===== config.mk =====
export PLATFORM = sky130hd
export DESIGN_NAME = nx_ia_mem_arbiter
export DESIGN_NICKNAME = d
export VERILOG_FILES = /design/src/rtl/nx_ia_mem_arbiter.sv
export SDC_FILE = /design/constraint.sdc
export NUM_CORES = 1
export LEC_CHECK = 0
export BUFFER_PORTS_ARGS = -buffer_cell sky130_fd_sc_hd__buf_2
export CAP_MARGIN = 20
export CORE_AREA = 2 2 186 188
export CTS_CLUSTER_SIZE = 12
export DETAILED_ROUTE_END_ITERATION = 7
export DIE_AREA = 0 0 188 190
export HOLD_SLACK_MARGIN = 0.03
export PLACE_DENSITY_LB_ADDON = 0.12
export SLEW_MARGIN = 20
export SYNTH_ARGS = -nofsm -noshare
export SYNTH_HDL_FRONTEND = slang
export SYNTH_SLANG_ARGS = --single-unit

===== constraint.sdc =====
create_clock -name clk -period 1.7 [get_ports clk]
set_clock_uncertainty 0.15 [all_clocks]
set_input_delay 0.17 -clock clk [delete_from_list [all_inputs] [get_ports clk]]
set_output_delay 0.17 -clock clk [all_outputs]
set_load 0.03 [all_outputs]

===== src/rtl/nx_ia_mem_arbiter.sv =====
// nx_ia_mem_arbiter
// Shares one single-port RAM between a software indirect-access port and
// N_HW hardware requesters.  At most one access is issued per cycle.
// Software wins on yield, when the table is disabled, when it has waited
// SW_WAIT_MAX cycles, or when no hardware requester is eligible.
// Otherwise the hardware requesters share the RAM by round-robin.
// Read data comes back one cycle after the access and is steered to the
// port that issued it.
//
// Ports
//   clk, rst_n             clock, asynchronous active-low reset
//   sw_cs/sw_we            software request / write qualifier
//   sw_add/sw_wdat         software address / write data
//   yield                  immediate software priority request
//   ia_enable              0 locks out all hardware requesters
//   grant                  software access issued this cycle
//   sw_rdat                software read data (held between reads)
//   hw_req/hw_we           per-requester request / write qualifier
//   hw_add/hw_wdat         packed per-requester address / write data
//   hw_gnt                 one-hot hardware access issued this cycle
//   hw_rvld/hw_rdat        one-hot read-return strobe / shared return data
//   mem_cs/mem_we          RAM select / write enable
//   mem_add/mem_wdat       RAM address / write data
//   mem_rdat               RAM read data, valid one cycle after a read
module nx_ia_mem_arbiter #(
  parameter int N_HW        = 2,
  parameter int N_ADDR_BITS = 5,
  parameter int N_DATA_BITS = 64,
  parameter int SW_WAIT_MAX = 8
) (
  input  logic                          clk,
  input  logic                          rst_n,
  input  logic                          sw_cs,
  input  logic                          sw_we,
  input  logic [N_ADDR_BITS-1:0]        sw_add,
  input  logic [N_DATA_BITS-1:0]        sw_wdat,
  input  logic                          yield,
  input  logic                          ia_enable,
  output logic                          grant,
  output logic [N_DATA_BITS-1:0]        sw_rdat,
  input  logic [N_HW-1:0]               hw_req,
  input  logic [N_HW-1:0]               hw_we,
  input  logic [N_HW*N_ADDR_BITS-1:0]   hw_add,
  input  logic [N_HW*N_DATA_BITS-1:0]   hw_wdat,
  output logic [N_HW-1:0]               hw_gnt,
  output logic [N_HW-1:0]               hw_rvld,
  output logic [N_DATA_BITS-1:0]        hw_rdat,
  output logic                          mem_cs,
  output logic                          mem_we,
  output logic [N_ADDR_BITS-1:0]        mem_add,
  output logic [N_DATA_BITS-1:0]        mem_wdat,
  input  logic [N_DATA_BITS-1:0]        mem_rdat
);

  localparam int RR_W = (N_HW > 1) ? $clog2(N_HW) : 1;

  logic [RR_W-1:0]        rr_q;
  logic [RR_W-1:0]        rr_d;
  logic [3:0]             sw_wait_q;
  logic                   rd_sw_q;
  logic [N_HW-1:0]        rd_hw_q;
  logic [N_DATA_BITS-1:0] sw_hold_q;

  logic [N_HW-1:0]        hw_elig;
  logic                   sw_win;
  logic                   hw_found;
  logic [RR_W-1:0]        hw_idx;
  logic [RR_W:0]          cand;
  logic [RR_W:0]          rr_inc;

  // Arbitration: software override first, then a round-robin scan that
  // starts at rr_q and wraps, taking the first eligible requester.
  always_comb begin
    hw_elig  = hw_req & {N_HW{ia_enable}};
    sw_win   = sw_cs & (yield | ~ia_enable |
                        (sw_wait_q == 4'(SW_WAIT_MAX)) | ~(|hw_elig));
    hw_found = 1'b0;
    hw_idx   = '0;
    cand     = '0;
    for (int k = 0; k < N_HW; k++) begin
      cand = {1'b0, rr_q} + (RR_W+1)'(k);
      if (cand >= (RR_W+1)'(N_HW))
        cand = cand - (RR_W+1)'(N_HW);
      if (!hw_found && hw_elig[cand[RR_W-1:0]]) begin
        hw_found = 1'b1;
        hw_idx   = cand[RR_W-1:0];
      end
    end

    grant  = sw_win;
    hw_gnt = '0;
    if (!sw_win && hw_found)
      hw_gnt[hw_idx] = 1'b1;

    // Pointer moves past the winner only when hardware actually wins.
    rr_inc = {1'b0, hw_idx} + (RR_W+1)'(1);
    if (rr_inc == (RR_W+1)'(N_HW))
      rr_inc = '0;
    rr_d = rr_q;
    if (!sw_win && hw_found)
      rr_d = rr_inc[RR_W-1:0];
  end

  // RAM port mux; idle cycles drive all-zero controls.
  always_comb begin
    mem_cs   = 1'b0;
    mem_we   = 1'b0;
    mem_add  = '0;
    mem_wdat = '0;
    if (sw_win) begin
      mem_cs   = 1'b1;
      mem_we   = sw_we;
      mem_add  = sw_add;
      mem_wdat = sw_wdat;
    end else if (hw_found) begin
      mem_cs   = 1'b1;
      mem_we   = hw_we[hw_idx];
      mem_add  = hw_add[int'(hw_idx)*N_ADDR_BITS +: N_ADDR_BITS];
      mem_wdat = hw_wdat[int'(hw_idx)*N_DATA_BITS +: N_DATA_BITS];
    end
  end

  // Arbiter state and the one-cycle read-return pipeline.  sw_hold_q keeps
  // the last software read visible after the RAM output moves on.
  always_ff @(posedge clk or negedge rst_n) begin
    if (!rst_n) begin
      rr_q      <= '0;
      sw_wait_q <= '0;
      rd_sw_q   <= 1'b0;
      rd_hw_q   <= '0;
      sw_hold_q <= '0;
    end else begin
      rr_q <= rr_d;
      if (!sw_cs || sw_win)
        sw_wait_q <= '0;
      else if (sw_wait_q != 4'(SW_WAIT_MAX))
        sw_wait_q <= sw_wait_q + 4'd1;
      rd_sw_q <= sw_win & ~sw_we;
      rd_hw_q <= hw_gnt & ~hw_we;
      if (rd_sw_q)
        sw_hold_q <= mem_rdat;
    end
  end

  assign hw_rvld = rd_hw_q;
  assign hw_rdat = (|rd_hw_q) ? mem_rdat : '0;
  assign sw_rdat = rd_sw_q ? mem_rdat : sw_hold_q;

endmodule


==> run summary <==
The clock reaches the later pin of the worst-skew pair after 0.34 ns. The run gives 0.788 as the routability congestion estimate. The number of top-level pins is 485, and the count of placed standard cells including taps is 1438. The leakage power is 5.73 nW, and the yosys synthesis warning count is 0. The number of cells in the finished layout apart from fillers is 1567. The area used by multi-input combinational logic came out at 3120 µm². The run gives 2 as the maximum count of clock buffers along a single path. For the number of DRC violations after detailed-routing iteration 0, the log shows 134. Setup total negative slack on the finished layout was measured at -68.24 ns.

The remaining routing DRC violations is 0, and the routed wire length per instance is 17.7 µm. The cell area after placement came out at 8130 µm². The fraction of final layout cells with drive strength greater than 1 is 65.1%. Setup repair after global routing could not meet its margin everywhere. After layout, the worst path uses 137% of the clock period. The die is 190 µm tall.

Clock-pin transition on the worst setup and hold timing paths: 0.06 ns. Routed wire length: 27700 µm. The area added between synthesis and finish works out to 138%. The tightest hold path in the finished design has a slack of 0.0906 ns. Setup violations remaining at the end of the flow were counted as 205. Averaged over all synthesized cells, the footprint is 9.66 µm².

The tools report the worst slack after detailed placement as -0.403 ns. STA classifies the critical path endpoint as an output pin. Once the floorplan was initialized, standard cells occupied 13.7% of the core. Headroom to the max-slew limit came out at 75.9%. Power per cell area: 753 nW/µm². Global routing used 14.2% of the available tracks. The share of the yosys chip area belonging to registers was 38.9%. In this run the core area contains 68 standard-cell rows.

The design draws 8.30 mW. Synthesis produced a netlist whose cell count is 480. For this design, the sink count on the clock tree is 72. Measured along the x axis, the die boundary spans 188 µm.

For this run, the leading register cell type out of synthesis is sky130_fd_sc_hd__dfrtp_1. Across the run, the number of max-cap violations was 0. The layout has 3520 filler cells. The logs give 9 for the total clock buffers created by CTS and 0 for the number of max-slew violations in the final report. Net switching power: 3.02 mW.

The core region is 33900 µm². For the sequential group share of total power, the log shows 24.8%. The peak fanout along the critical path came out at 33.

The flow ran to the end, but the final reports show violations. STA puts the critical path data required time at 1.38 ns. The tree is rooted in a sky130_fd_sc_hd__clkbuf_16.

In this run the tool buffered the top-level ports with 484 buffer cells. Entering global routing, the biggest net connects 35 pins. The detailed router placed 5946 vias in this run. Cells fill 32.4% of the core in the end.

Async set or reset register ratio after synthesis: 100%. The number of search-and-repair iterations in the first detailed-routing pass was 4. The sort of element at the start of the critical path was a register. For this run, the post-layout net count is 1389. The hold violation total from the final report was 0.

The checks that failed: setup timing. In this run, synthesis inferred 0 flip-flops with an integrated enable. Counting flops and latches in the post-synthesis netlist gives 72. The total standard cell area after synthesis was 4640 µm²; the fraction of power consumed by the clock network was 24.0%. At the pin with the least slew margin, the transition time is 0.352 ns. Across the VDD grid, the largest voltage drop is 0.000433 V.

After legalization and detailed placement, the total HPWL measured 20600 µm. For the total congestion overflow, the log shows 0. The switching power as a share of total power is 36.4%.

The die covers 35700 µm². In this run the worst hold path is classified as input pin to register. Number of global-route vias before repair: 5915. Internal power comes to 5.28 mW. Across the whole layout, storage elements account for 1800 µm².

The logs give 0 for the number of routed nets with antenna violations and 3 for the count of H-tree levels built during CTS. TritonCTS built the clock tree. After layout, the minimum clock period comes to 2.33 ns.

The first-pass GRT wire length came out at 37400 µm. The number of antenna violations at the first check in global routing was 5. The critical setup path kind was register to output pin. Combinational logic burns 51.2% of the power. The finished cells cover 11000 µm². Data on the critical path arrives at its endpoint at 2.01 ns. The logs give 763 for the number of nets in the synthesized netlist and 428 MHz for the achievable clock frequency.

Yosys mapped the design onto 24 distinct sky130hd cell types. The final setup slack of the worst path is -0.635 ns, and the routed via count divided by cell count is 3.79.
[synthesized netlist by cell type, types with 3 or more instances]
cell	number	share of area, %
sky130_fd_sc_hd__nand2b_1	3	0.40
sky130_fd_sc_hd__o21ai_1	68	7.3
sky130_fd_sc_hd__mux2_2	64	16
sky130_fd_sc_hd__buf_6	5	1.2
sky130_fd_sc_hd__clkbuf_2	6	0.65
sky130_fd_sc_hd__nor3_1	3	0.32
sky130_fd_sc_hd__inv_1	3	0.24
sky130_fd_sc_hd__nand2_1	72	5.8
sky130_fd_sc_hd__nor2_1	6	0.49
sky130_fd_sc_hd__nor2b_1	65	8.8
sky130_fd_sc_hd__mux2i_1	69	15
sky130_fd_sc_hd__buf_2	16	1.7
sky130_fd_sc_hd__buf_4	3	0.49
sky130_fd_sc_hd__and3_1	3	0.40
sky130_fd_sc_hd__clkbuf_1	7	0.57
sky130_fd_sc_hd__o21ai_0	5	0.54
sky130_fd_sc_hd__dfrtp_1	72	39
[cells in the final DEF (no fill, tap or decap), drive strengths merged, types with 6 or more instances in the layout]
cell / count
buf: 581
clkbuf: 13
dfrtp: 72
dlygate4sd3: 69
mux2: 64
mux2i: 69
nand2: 72
nor2: 6
nor2b: 65
o21ai: 73
[power by group through the flow]
stage | combinational, mW | sequential, mW | clock, mW
floorplan | 1.95 | 2.07 | 0
global placement | 3.20 | 2.08 | 0
detailed placement | 3.20 | 2.08 | 0
CTS | 4.03 | 2.06 | 2.10
global route | 4.48 | 2.08 | 2.17
finish | 4.25 | 2.06 | 1.99
[sequential cells by signal (all words and copies together), names as in the netlist]
name	count
hw_rvld	2
rd_sw_q	1
rr_q	1
sw_hold_q	64
sw_wait_q	4
[layout make-up]
cell class	count	share of cell area, %
Inverter	3	0.102
Tap cell	455	5.17
Sequential cell	72	16.4
Clock buffer	11	2.11
Antenna cell	2	0.0454
Timing Repair Buffer	652	47.3
Multi-Input combinational cell	368	28.3
Clock inverter	4	0.636
[worst max-delay path, stage by stage, from the launching register on]
cell                      delay, ns
sky130_fd_sc_hd__dfrtp_1       0.34
sky130_fd_sc_hd__inv_1         0.05
sky130_fd_sc_hd__ha_2          0.16
sky130_fd_sc_hd__and3b_2       0.24
sky130_fd_sc_hd__o31a_4        0.35
sky130_fd_sc_hd__buf_12        0.19
sky130_fd_sc_hd__nand2_1       0.09
sky130_fd_sc_hd__o21ai_1       0.07
sky130_fd_sc_hd__buf_4         0.17
[timing repair]
action                                  in CTS  in global routing
endpoints found under the setup margin     205                205
hold buffers                                69                  0
gates cloned                                 8                  3
pin swaps                                    3                  1
buffers inserted                            23                 14
resized for setup                          275                189
hold endpoints to repair                   143                  0
[path summary, 6_finish.rpt]
path | startpoint | to | slack, ns | depth (start not counted)
setup / recovery | sw_wait_q[1] | mem_add[4] | -0.63 | 8
hold / removal | yield | sw_wait_q[1] | 0.09 | 3
setup reg to reg | sw_wait_q[1] | hw_rvld[0] | -0.24 | 8
hold reg to reg | sw_hold_q[32] | sw_hold_q[32] | 0.34 | 1
max in group asynchronous | rst_n | hw_rvld[1] | 0.78 | 3
min in group asynchronous | rst_n | sw_hold_q[3] | 0.13 | 2
[cells by family after synthesis]
logic type | Yosys count | share of synthesized area [%]
compound gates | 76 | 8.28
flops | 72 | 38.9
buf+inv | 40 | 4.88
xor+xnor | 2 | 0.378
fa+ha+maj | 2 | 0.540
mux | 133 | 30.4
simple gates | 155 | 16.6
[per-layer routing]
layer | part of all wire, % | up-vias | track usage [%]
li1 | - | 2898 | -
met1 | 35 | 2709 | 14.2
met2 | 55 | 301 | 28.1
met3 | 7.5 | 32 | 4.22
met4 | 2.2 | 6 | 3.73
met5 | 0.12 | - | 0
(Power assumes the default switching activity.)
